$ cat config.mk
export PLATFORM = sky130hd
export DESIGN_NAME = battleship_link_flat
export DESIGN_NICKNAME = d
export VERILOG_FILES = /design/src/rtl/battleship_link_if.sv /design/src/rtl/battleship_link.sv /design/src/flat_wrapper.sv
export SDC_FILE = /design/constraint.sdc
export NUM_CORES = 1
export LEC_CHECK = 0
export CAP_MARGIN = 15
export CORE_MARGIN = 2
export CORE_UTILIZATION = 45
export CTS_CLUSTER_DIAMETER = 40
export DETAILED_ROUTE_END_ITERATION = 8
export PLACE_DENSITY = 0.67
export SYNTH_ARGS = -nofsm -noshare
export SYNTH_HDL_FRONTEND = slang
export SYNTH_SLANG_ARGS = --single-unit
$ cat constraint.sdc
create_clock -name clk_clk -period 2.9 [get_ports clk_clk]
set_input_delay 0.435 -clock clk_clk [delete_from_list [all_inputs] [get_ports clk_clk]]
set_output_delay 0.435 -clock clk_clk [all_outputs]
set_load 0.02 [all_outputs]
$ cat src/rtl/battleship_link_if.sv
// -----------------------------------------------------------------------------
// battleship_link_if
//   Local message interface between the game-logic controller and the
//   battleship_link transceiver.
//
//   tx_data    [15:0]  controller -> link  message to send
//   tx_valid           controller -> link  tx_data valid
//   tx_ready           link -> controller  link can accept a message
//   tx_timeout         link -> controller  one-cycle pulse: message aborted
//   rx_data    [15:0]  link -> controller  last received message
//   rx_valid           link -> controller  one-cycle pulse: rx_data updated
//
//   master: the controller side.  slave: the transceiver side.
// -----------------------------------------------------------------------------
interface battleship_link_if;
   logic [15:0] tx_data;
   logic        tx_valid;
   logic        tx_ready;
   logic        tx_timeout;
   logic [15:0] rx_data;
   logic        rx_valid;

   modport master (
      output tx_data, tx_valid,
      input  tx_ready, tx_timeout, rx_data, rx_valid
   );

   modport slave (
      input  tx_data, tx_valid,
      output tx_ready, tx_timeout, rx_data, rx_valid
   );
endinterface

$ cat src/rtl/battleship_link.sv
// -----------------------------------------------------------------------------
// battleship_link
//   Full-duplex board-to-board transceiver. 16-bit messages are moved as four
//   4-bit nibbles (MSB nibble first) using a toggle request/acknowledge
//   handshake on a 6-bit pin pair.
//
//   clk_clk               in   system clock
//   reset_reset           in   synchronous, active-high reset
//   link                  slave modport of battleship_link_if (tx/rx ports)
//   communication_input   in   [5] remote req, [4] remote ack, [3:0] nibble
//   communication_output  out  [5] local req,  [4] local ack,  [3:0] nibble
//
//   TIMEOUT_CYCLES : cycles without remote progress before a TX abort or an
//                    RX partial-frame discard.
//   SYNC_STAGES    : synchroniser depth on communication_input (>= 2).
// -----------------------------------------------------------------------------
module battleship_link #(
   parameter int TIMEOUT_CYCLES = 50000,
   parameter int SYNC_STAGES    = 2
) (
   input  logic             clk_clk,
   input  logic             reset_reset,
   battleship_link_if.slave link,
   input  logic [5:0]       communication_input,
   output logic [5:0]       communication_output
);

   localparam int CW = (TIMEOUT_CYCLES > 2) ? $clog2(TIMEOUT_CYCLES) : 1;
   localparam logic [CW-1:0] CNT_LAST = CW'(TIMEOUT_CYCLES - 1);

   typedef enum logic [1:0] {
      IDLE,
      SETUP,
      REQ,
      WAIT_ACK
   } tx_state_e;

   // ---------------------------------------------------------------------------
   // Input synchroniser: only the last stage is ever looked at.
   // ---------------------------------------------------------------------------
   logic [5:0] sync_d [SYNC_STAGES];
   logic [5:0] sync_q [SYNC_STAGES];

   always_comb begin
      sync_d[0] = communication_input;
      for (int i = 1; i < SYNC_STAGES; i++) begin
         sync_d[i] = sync_q[i-1];
      end
   end

   logic       remote_req;
   logic       remote_ack;
   logic [3:0] remote_nib;

   assign remote_req = sync_q[SYNC_STAGES-1][5];
   assign remote_ack = sync_q[SYNC_STAGES-1][4];
   assign remote_nib = sync_q[SYNC_STAGES-1][3:0];

   // ---------------------------------------------------------------------------
   // TX state
   // ---------------------------------------------------------------------------
   tx_state_e   tx_state_d,   tx_state_q;
   logic [11:0] tx_rest_d,    tx_rest_q;     // nibbles still to be sent, next in [11:8]
   logic [1:0]  tx_idx_d,     tx_idx_q;
   logic [3:0]  nib_d,        nib_q;         // drives out[3:0]
   logic        req_d,        req_q;         // drives out[5]
   logic [CW-1:0] tx_cnt_d,   tx_cnt_q;
   logic        tx_timeout_d, tx_timeout_q;
   logic        tx_ready_d,   tx_ready_q;

   // NOTE: every signal assigned in an always_comb gets a default at the top,
   // so no path can leave it unassigned and infer a latch.
   always_comb begin
      tx_state_d   = tx_state_q;
      tx_rest_d    = tx_rest_q;
      tx_idx_d     = tx_idx_q;
      nib_d        = nib_q;
      req_d        = req_q;
      tx_cnt_d     = tx_cnt_q;
      tx_timeout_d = 1'b0;

      case (tx_state_q)
         IDLE: begin
            if (link.tx_valid && tx_ready_q) begin
               // The first nibble is put on the pins on entry to SETUP, so it
               // is stable for a full cycle before req toggles.
               nib_d      = link.tx_data[15:12];
               tx_rest_d  = link.tx_data[11:0];
               tx_idx_d   = 2'd0;
               tx_state_d = SETUP;
            end
         end
         SETUP: begin
            tx_state_d = REQ;
         end
         REQ: begin
            req_d      = ~req_q;
            tx_cnt_d   = '0;
            tx_state_d = WAIT_ACK;
         end
         WAIT_ACK: begin
            if (remote_ack == req_q) begin
               if (tx_idx_q == 2'd3) begin
                  tx_state_d = IDLE;
               end else begin
                  tx_idx_d   = tx_idx_q + 2'd1;
                  nib_d      = tx_rest_q[11:8];
                  tx_rest_d  = {tx_rest_q[7:0], 4'h0};
                  tx_state_d = SETUP;
               end
            end else if (tx_cnt_q == CNT_LAST) begin
               // req is left toggled: the remote acks it whenever it catches up,
               // which keeps both ends phase-consistent for the next message.
               tx_timeout_d = 1'b1;
               tx_state_d   = IDLE;
            end else if (tx_cnt_q != '1) begin
               tx_cnt_d = tx_cnt_q + 1'b1;
            end
         end
         default: tx_state_d = IDLE;
      endcase

      tx_ready_d = (tx_state_d == IDLE);
   end

   // ---------------------------------------------------------------------------
   // RX state
   // ---------------------------------------------------------------------------
   logic        ack_d,      ack_q;           // drives out[4]
   logic [11:0] rx_shift_d, rx_shift_q;      // first three nibbles of a frame
   logic [1:0]  rx_cnt_d,   rx_cnt_q;
   logic [CW-1:0] gap_d,    gap_q;
   logic [15:0] rx_data_d,  rx_data_q;
   logic        rx_valid_d, rx_valid_q;

   logic        rx_new;
   logic [15:0] rx_word;

   // The 4th nibble completes the word directly from the shift register, so
   // only three nibbles ever need to be held.
   assign rx_new  = (remote_req != ack_q);
   assign rx_word = {rx_shift_q, remote_nib};

   always_comb begin
      ack_d      = ack_q;
      rx_shift_d = rx_shift_q;
      rx_cnt_d   = rx_cnt_q;
      gap_d      = gap_q;
      rx_data_d  = rx_data_q;
      rx_valid_d = 1'b0;

      if (rx_new) begin
         ack_d      = ~ack_q;
         rx_shift_d = rx_word[11:0];
         gap_d      = '0;
         if (rx_cnt_q == 2'd3) begin
            rx_data_d  = rx_word;
            rx_valid_d = 1'b1;
            rx_cnt_d   = 2'd0;
         end else begin
            rx_cnt_d = rx_cnt_q + 2'd1;
         end
      end else if (rx_cnt_q != 2'd0) begin
         if (gap_q == CNT_LAST) begin
            // Remote stalled mid-frame: drop the partial word silently.
            rx_cnt_d   = 2'd0;
            rx_shift_d = '0;
            gap_d      = '0;
         end else if (gap_q != '1) begin
            gap_d = gap_q + 1'b1;
         end
      end else begin
         gap_d = '0;
      end
   end

   // ---------------------------------------------------------------------------
   // Registers
   // ---------------------------------------------------------------------------
   // NOTE: sequential state uses non-blocking assignments only, so every flop
   // samples the values from before this edge regardless of statement order.
   always_ff @(posedge clk_clk) begin
      if (reset_reset) begin
         // NOTE: the synchroniser array is a handful of flops, not a RAM, so
         // it is cleared by reset like any other state.
         for (int i = 0; i < SYNC_STAGES; i++) begin
            sync_q[i] <= '0;
         end
         tx_state_q   <= IDLE;
         tx_rest_q    <= '0;
         tx_idx_q     <= '0;
         nib_q        <= '0;
         req_q        <= 1'b0;
         tx_cnt_q     <= '0;
         tx_timeout_q <= 1'b0;
         tx_ready_q   <= 1'b1;
         ack_q        <= 1'b0;
         rx_shift_q   <= '0;
         rx_cnt_q     <= '0;
         gap_q        <= '0;
         rx_data_q    <= '0;
         rx_valid_q   <= 1'b0;
      end else begin
         for (int i = 0; i < SYNC_STAGES; i++) begin
            sync_q[i] <= sync_d[i];
         end
         tx_state_q   <= tx_state_d;
         tx_rest_q    <= tx_rest_d;
         tx_idx_q     <= tx_idx_d;
         nib_q        <= nib_d;
         req_q        <= req_d;
         tx_cnt_q     <= tx_cnt_d;
         tx_timeout_q <= tx_timeout_d;
         tx_ready_q   <= tx_ready_d;
         ack_q        <= ack_d;
         rx_shift_q   <= rx_shift_d;
         rx_cnt_q     <= rx_cnt_d;
         gap_q        <= gap_d;
         rx_data_q    <= rx_data_d;
         rx_valid_q   <= rx_valid_d;
      end
   end

   assign communication_output = {req_q, ack_q, nib_q};
   assign link.tx_ready        = tx_ready_q;
   assign link.tx_timeout      = tx_timeout_q;
   assign link.rx_data         = rx_data_q;
   assign link.rx_valid        = rx_valid_q;

endmodule

$ cat src/flat_wrapper.sv
// flat-port wrapper written by rule: the top's interface ports become plain ports
module battleship_link_flat 
#(
   parameter int TIMEOUT_CYCLES = 50000,
   parameter int SYNC_STAGES    = 2
)
  (clk_clk, reset_reset, communication_input, communication_output, link_tx_data, link_tx_valid, link_tx_ready, link_tx_timeout, link_rx_data, link_rx_valid);
  battleship_link_if link_i ();
  input  logic clk_clk;
  input  logic reset_reset;
  input  logic [5:0] communication_input;
  output logic [5:0] communication_output;
  input wire logic [$bits(link_i.tx_data)-1:0] link_tx_data;
  input wire logic [$bits(link_i.tx_valid)-1:0] link_tx_valid;
  output wire logic [$bits(link_i.tx_ready)-1:0] link_tx_ready;
  output wire logic [$bits(link_i.tx_timeout)-1:0] link_tx_timeout;
  output wire logic [$bits(link_i.rx_data)-1:0] link_rx_data;
  output wire logic [$bits(link_i.rx_valid)-1:0] link_rx_valid;
  assign link_i.tx_data = link_tx_data;
  assign link_i.tx_valid = link_tx_valid;
  assign link_tx_ready = link_i.tx_ready;
  assign link_tx_timeout = link_i.tx_timeout;
  assign link_rx_data = link_i.rx_data;
  assign link_rx_valid = link_i.rx_valid;
  battleship_link #(.TIMEOUT_CYCLES(TIMEOUT_CYCLES), .SYNC_STAGES(SYNC_STAGES)) u_core (.clk_clk(clk_clk), .reset_reset(reset_reset), .link(link_i), .communication_input(communication_input), .communication_output(communication_output));
endmodule
==> flow_summary.yaml <==
placed_design:
  gp_congestion: 0.865
  hpwlAfterDp_um: 5720
  port-buffer-count: 49
cells_and_area:
  syn_to_final_growth_pct: 17.9
  final_cell_mix: "99 x dfxtp_1, 59 x nand2_1, 57 x nor2_1"
  register_area_mm2: 0.00198
  final.fill_count: 810
  nNetsFinal: 542
  drive_gt1_share_pct: 7.16
  utilization_pct: 55.3
  final_common_cell: "dfxtp_1"
  antenna_cells: 0
  multi_input_comb_area_mm2: 0.00197
global_routing:
  grt_usage_pct: 18.0
  antenna_found_initial: 0
  grt-ovfl-total: 0
  grt_max_degree: 43
  grt_pass1_wl_um: 14800
  grt_pass1_vias: 3292
clocking:
  clk_path_buf_depth: 2
  cts_setup_buffers: 0
  clk_pin_slew_ns: 0.12
  h-tree-depth: 3
  postCtsHoldBufs: 0
  clock-sinks: 99
  cts_resized: 0
  cts_root_buffer: "clkbuf_8"
  clock_latency_ns: 0.38
  cts_tree: "done"
  cts_buffers: 9
worst_setup_path:
  r2r.worst_path.cells: 7
  end_kind: "flip-flop"
  cp_num_buf_inv: 1
  crit_type: "reg -> reg"
  cp.arrival_ns: 2.63
  critPathLaunchType: "flip-flop"
  reg2reg_slack_ns: 0.52
  critPathMaxFanout: 9
  cp_top_family: "simple AND/OR/NAND/NOR gates"
  crit_slowest_cell: "or4_1"
  worstReg2RegStart: "u_core.tx_cnt_q[0]"
  r2r_end: "u_core.tx_cnt_q[6]"
  max_stage_delay_ns: 0.65
  required_ns: 3.15
  crit_chain: "ha_1 > nand3_1 > or4_1 > o21ai_0 > buf_4 > nor4_1 > mux2i_1"
hold_path:
  hold_start: "u_core.rx_shift_q[9]"
  hp-class: "reg -> reg"
  hold_depth: 2
  worst_hold_path.endpoint: "u_core.link.rx_data[13]"
timing:
  worstMarginPinSlew_ns: 1.08
  drv_slew: 0
  timing.final.crit_share_pct: 82.0
  hold_violations: 0
  finClkSkew_ns: 0.0213
  timing.fmax_ghz: 0.420
  setup_tns_ns: 0
  finalCriticalPeriod_ns: 2.38
  slew_headroom_pct: 27.9
  rsz0062_at_grt: "no"
  setup_viol: 0
logic_synthesis:
  ys_seq_area_share_pct: 48.0
  syn_nets: 509
  async_flop_share_pct: 0
  synth-edff-count: 0
  synth_warnings: 0
  synthCells: 479
  synth_area_leader_cell: "dfxtp_1"
  netlist_area_mm2: 0.00413
  synth.ff_latch_count: 99
  synth.distinct_cells: 44
  synth_top_area_share_pct: 48.0
  syn_area_per_cell_um2: 8.63
  yosys-top-cells-area: "dfxtp_1 48%, nand2_1 5.4%, nor2_1 5.2%"
  synth_ff_type: "dfxtp_1"
route:
  routed_wl_um: 8490
  viasPerCell: 5.58
  ant_nets: 0
  drtPass1Iterations: 5
  drc: 0
  wl_per_cell_um: 13.6
  vias: 3490
  first_iter_violations: 150
power:
  power_mw: 2.64
  ir_worst_vdd_uv: 292
  power.density_mw_per_mm2: 543
  leakagePower_nw: 1.63
floorplan:
  coreArea_mm2: 0.00881
  num_io_pins: 50
  initial_utilization_pct: 46.9
  fp-row-count: 34
  dieArea_mm2: 0.00997
  die_w_um: 99.8
  die_y_um: 99.8
run:
  cap_violations: 0
status:
  status: "complete, no violations"
==> cell families (layout without fill, tap and decap cells) <==
logic type / Yosys count / in the layout / synth area share (%)
and+or+nand+nor: 218 / 218 / 26.4
AOI/OAI and AO/OA: 101 / 101 / 16.4
buffers and inverters: 40 / 78 / 4.27
adders and majority gates: 5 / 5 / 1.51
xor gates and xnor gates: 14 / 14 / 2.97
muxes: 2 / 2 / 0.484
DFF: 99 / 99 / 48.0
==> worst max path at each step <==
| stage | startpoint | to | slack [ns] | cells after the start |
|---|---|---|---|---|
| global route | u_core.tx_cnt_q[0] | u_core.tx_cnt_q[6] | 0.37 | 7 |
| detailed placement | u_core.tx_cnt_q[0] | u_core.tx_cnt_q[6] | 0.57 | 7 |
| floorplan | u_core.tx_cnt_q[0] | u_core.tx_cnt_q[12] | 0.82 | 7 |
| finish | u_core.tx_cnt_q[0] | u_core.tx_cnt_q[6] | 0.52 | 7 |
| CTS | u_core.tx_cnt_q[0] | u_core.tx_cnt_q[6] | 0.54 | 7 |
| global placement | u_core.tx_cnt_q[0] | u_core.tx_cnt_q[6] | 0.71 | 7 |
==> Yosys cell counts (3+ instances only) <==
cell	instances
a22oi_1	18
and3_1	6
a21oi_2	4
clkbuf_1	26
nor3_1	7
o31ai_1	10
and4_1	5
nor2_1	57
a21oi_1	37
inv_1	4
nand4_1	9
buf_2	6
buf_4	3
xnor2_1	12
or4_1	15
nand2_1	59
a311oi_1	13
nor4_1	3
ha_1	5
dfxtp_1	99
nor2b_1	14
o21ai_0	4
or2_2	4
o21ai_1	3
nand3_1	26
==> tightest hold or removal path, cell delays in order (launching register included) <==
cell	delay, ns
dfxtp_1	0.33
nand2_1	0.05
a21oi_1	0.05
==> registers in the layout, indices dropped and copies added, names as in the netlist <==
name,count
u_core.rx_cnt_q,2
u_core.tx_cnt_q,16
u_core.link.rx_valid,1
u_core.link.rx_data,16
u_core.tx_rest_q,12
u_core.link.tx_timeout,1
u_core.sync_q,12
u_core.gap_q,16
u_core.nib_q,4
u_core.link.tx_ready,1
u_core.req_q,1
u_core.ack_q,1
u_core.rx_shift_q,12
u_core.tx_idx_q,2
u_core.tx_state_q,2
==> metrics by stage <==
stage / hold slack [ns] / cell area (µm²) / cells / worst slack, ns
after global placement: 0.418 / 4660 / 609 / 0.713
after CTS: 0.452 / 4870 / 625 / 0.540
final: 0.449 / 4870 / 625 / 0.522
after floorplan: 0.414 / 4130 / 479 / 0.821
after global routing: 0.463 / 4870 / 625 / 0.373
after detailed placement: 0.423 / 4660 / 609 / 0.569
==> report_power, final <==
group	internal [mW]	leakage (nW)	switching (mW)
Sequential	1.41	0.804	0.0438
Clock	0.354	0.107	0.552
Combinational	0.123	0.724	0.157
==> routing by layer <==
metal / vias to the layer above / GRT usage, % / wire length, µm
li1: 1775 / - / -
met1: 1651 / 23.6 / 4010
met2: 60 / 29.3 / 4120
met3: 4 / 4.11 / 308
met4: 0 / 6.64 / 53
met5: - / 0 / 0
==> area by class of cell <==
cell class,instances,area share [%]
well taps,108,2.77
repair buffers,58,11.4
flip-flops and latches,99,40.7
inverters,4,0.308
clock buffers,9,2.54
multi-input cells,340,40.5
clock inverters,7,1.82
Power figures use the tool's default switching activity.
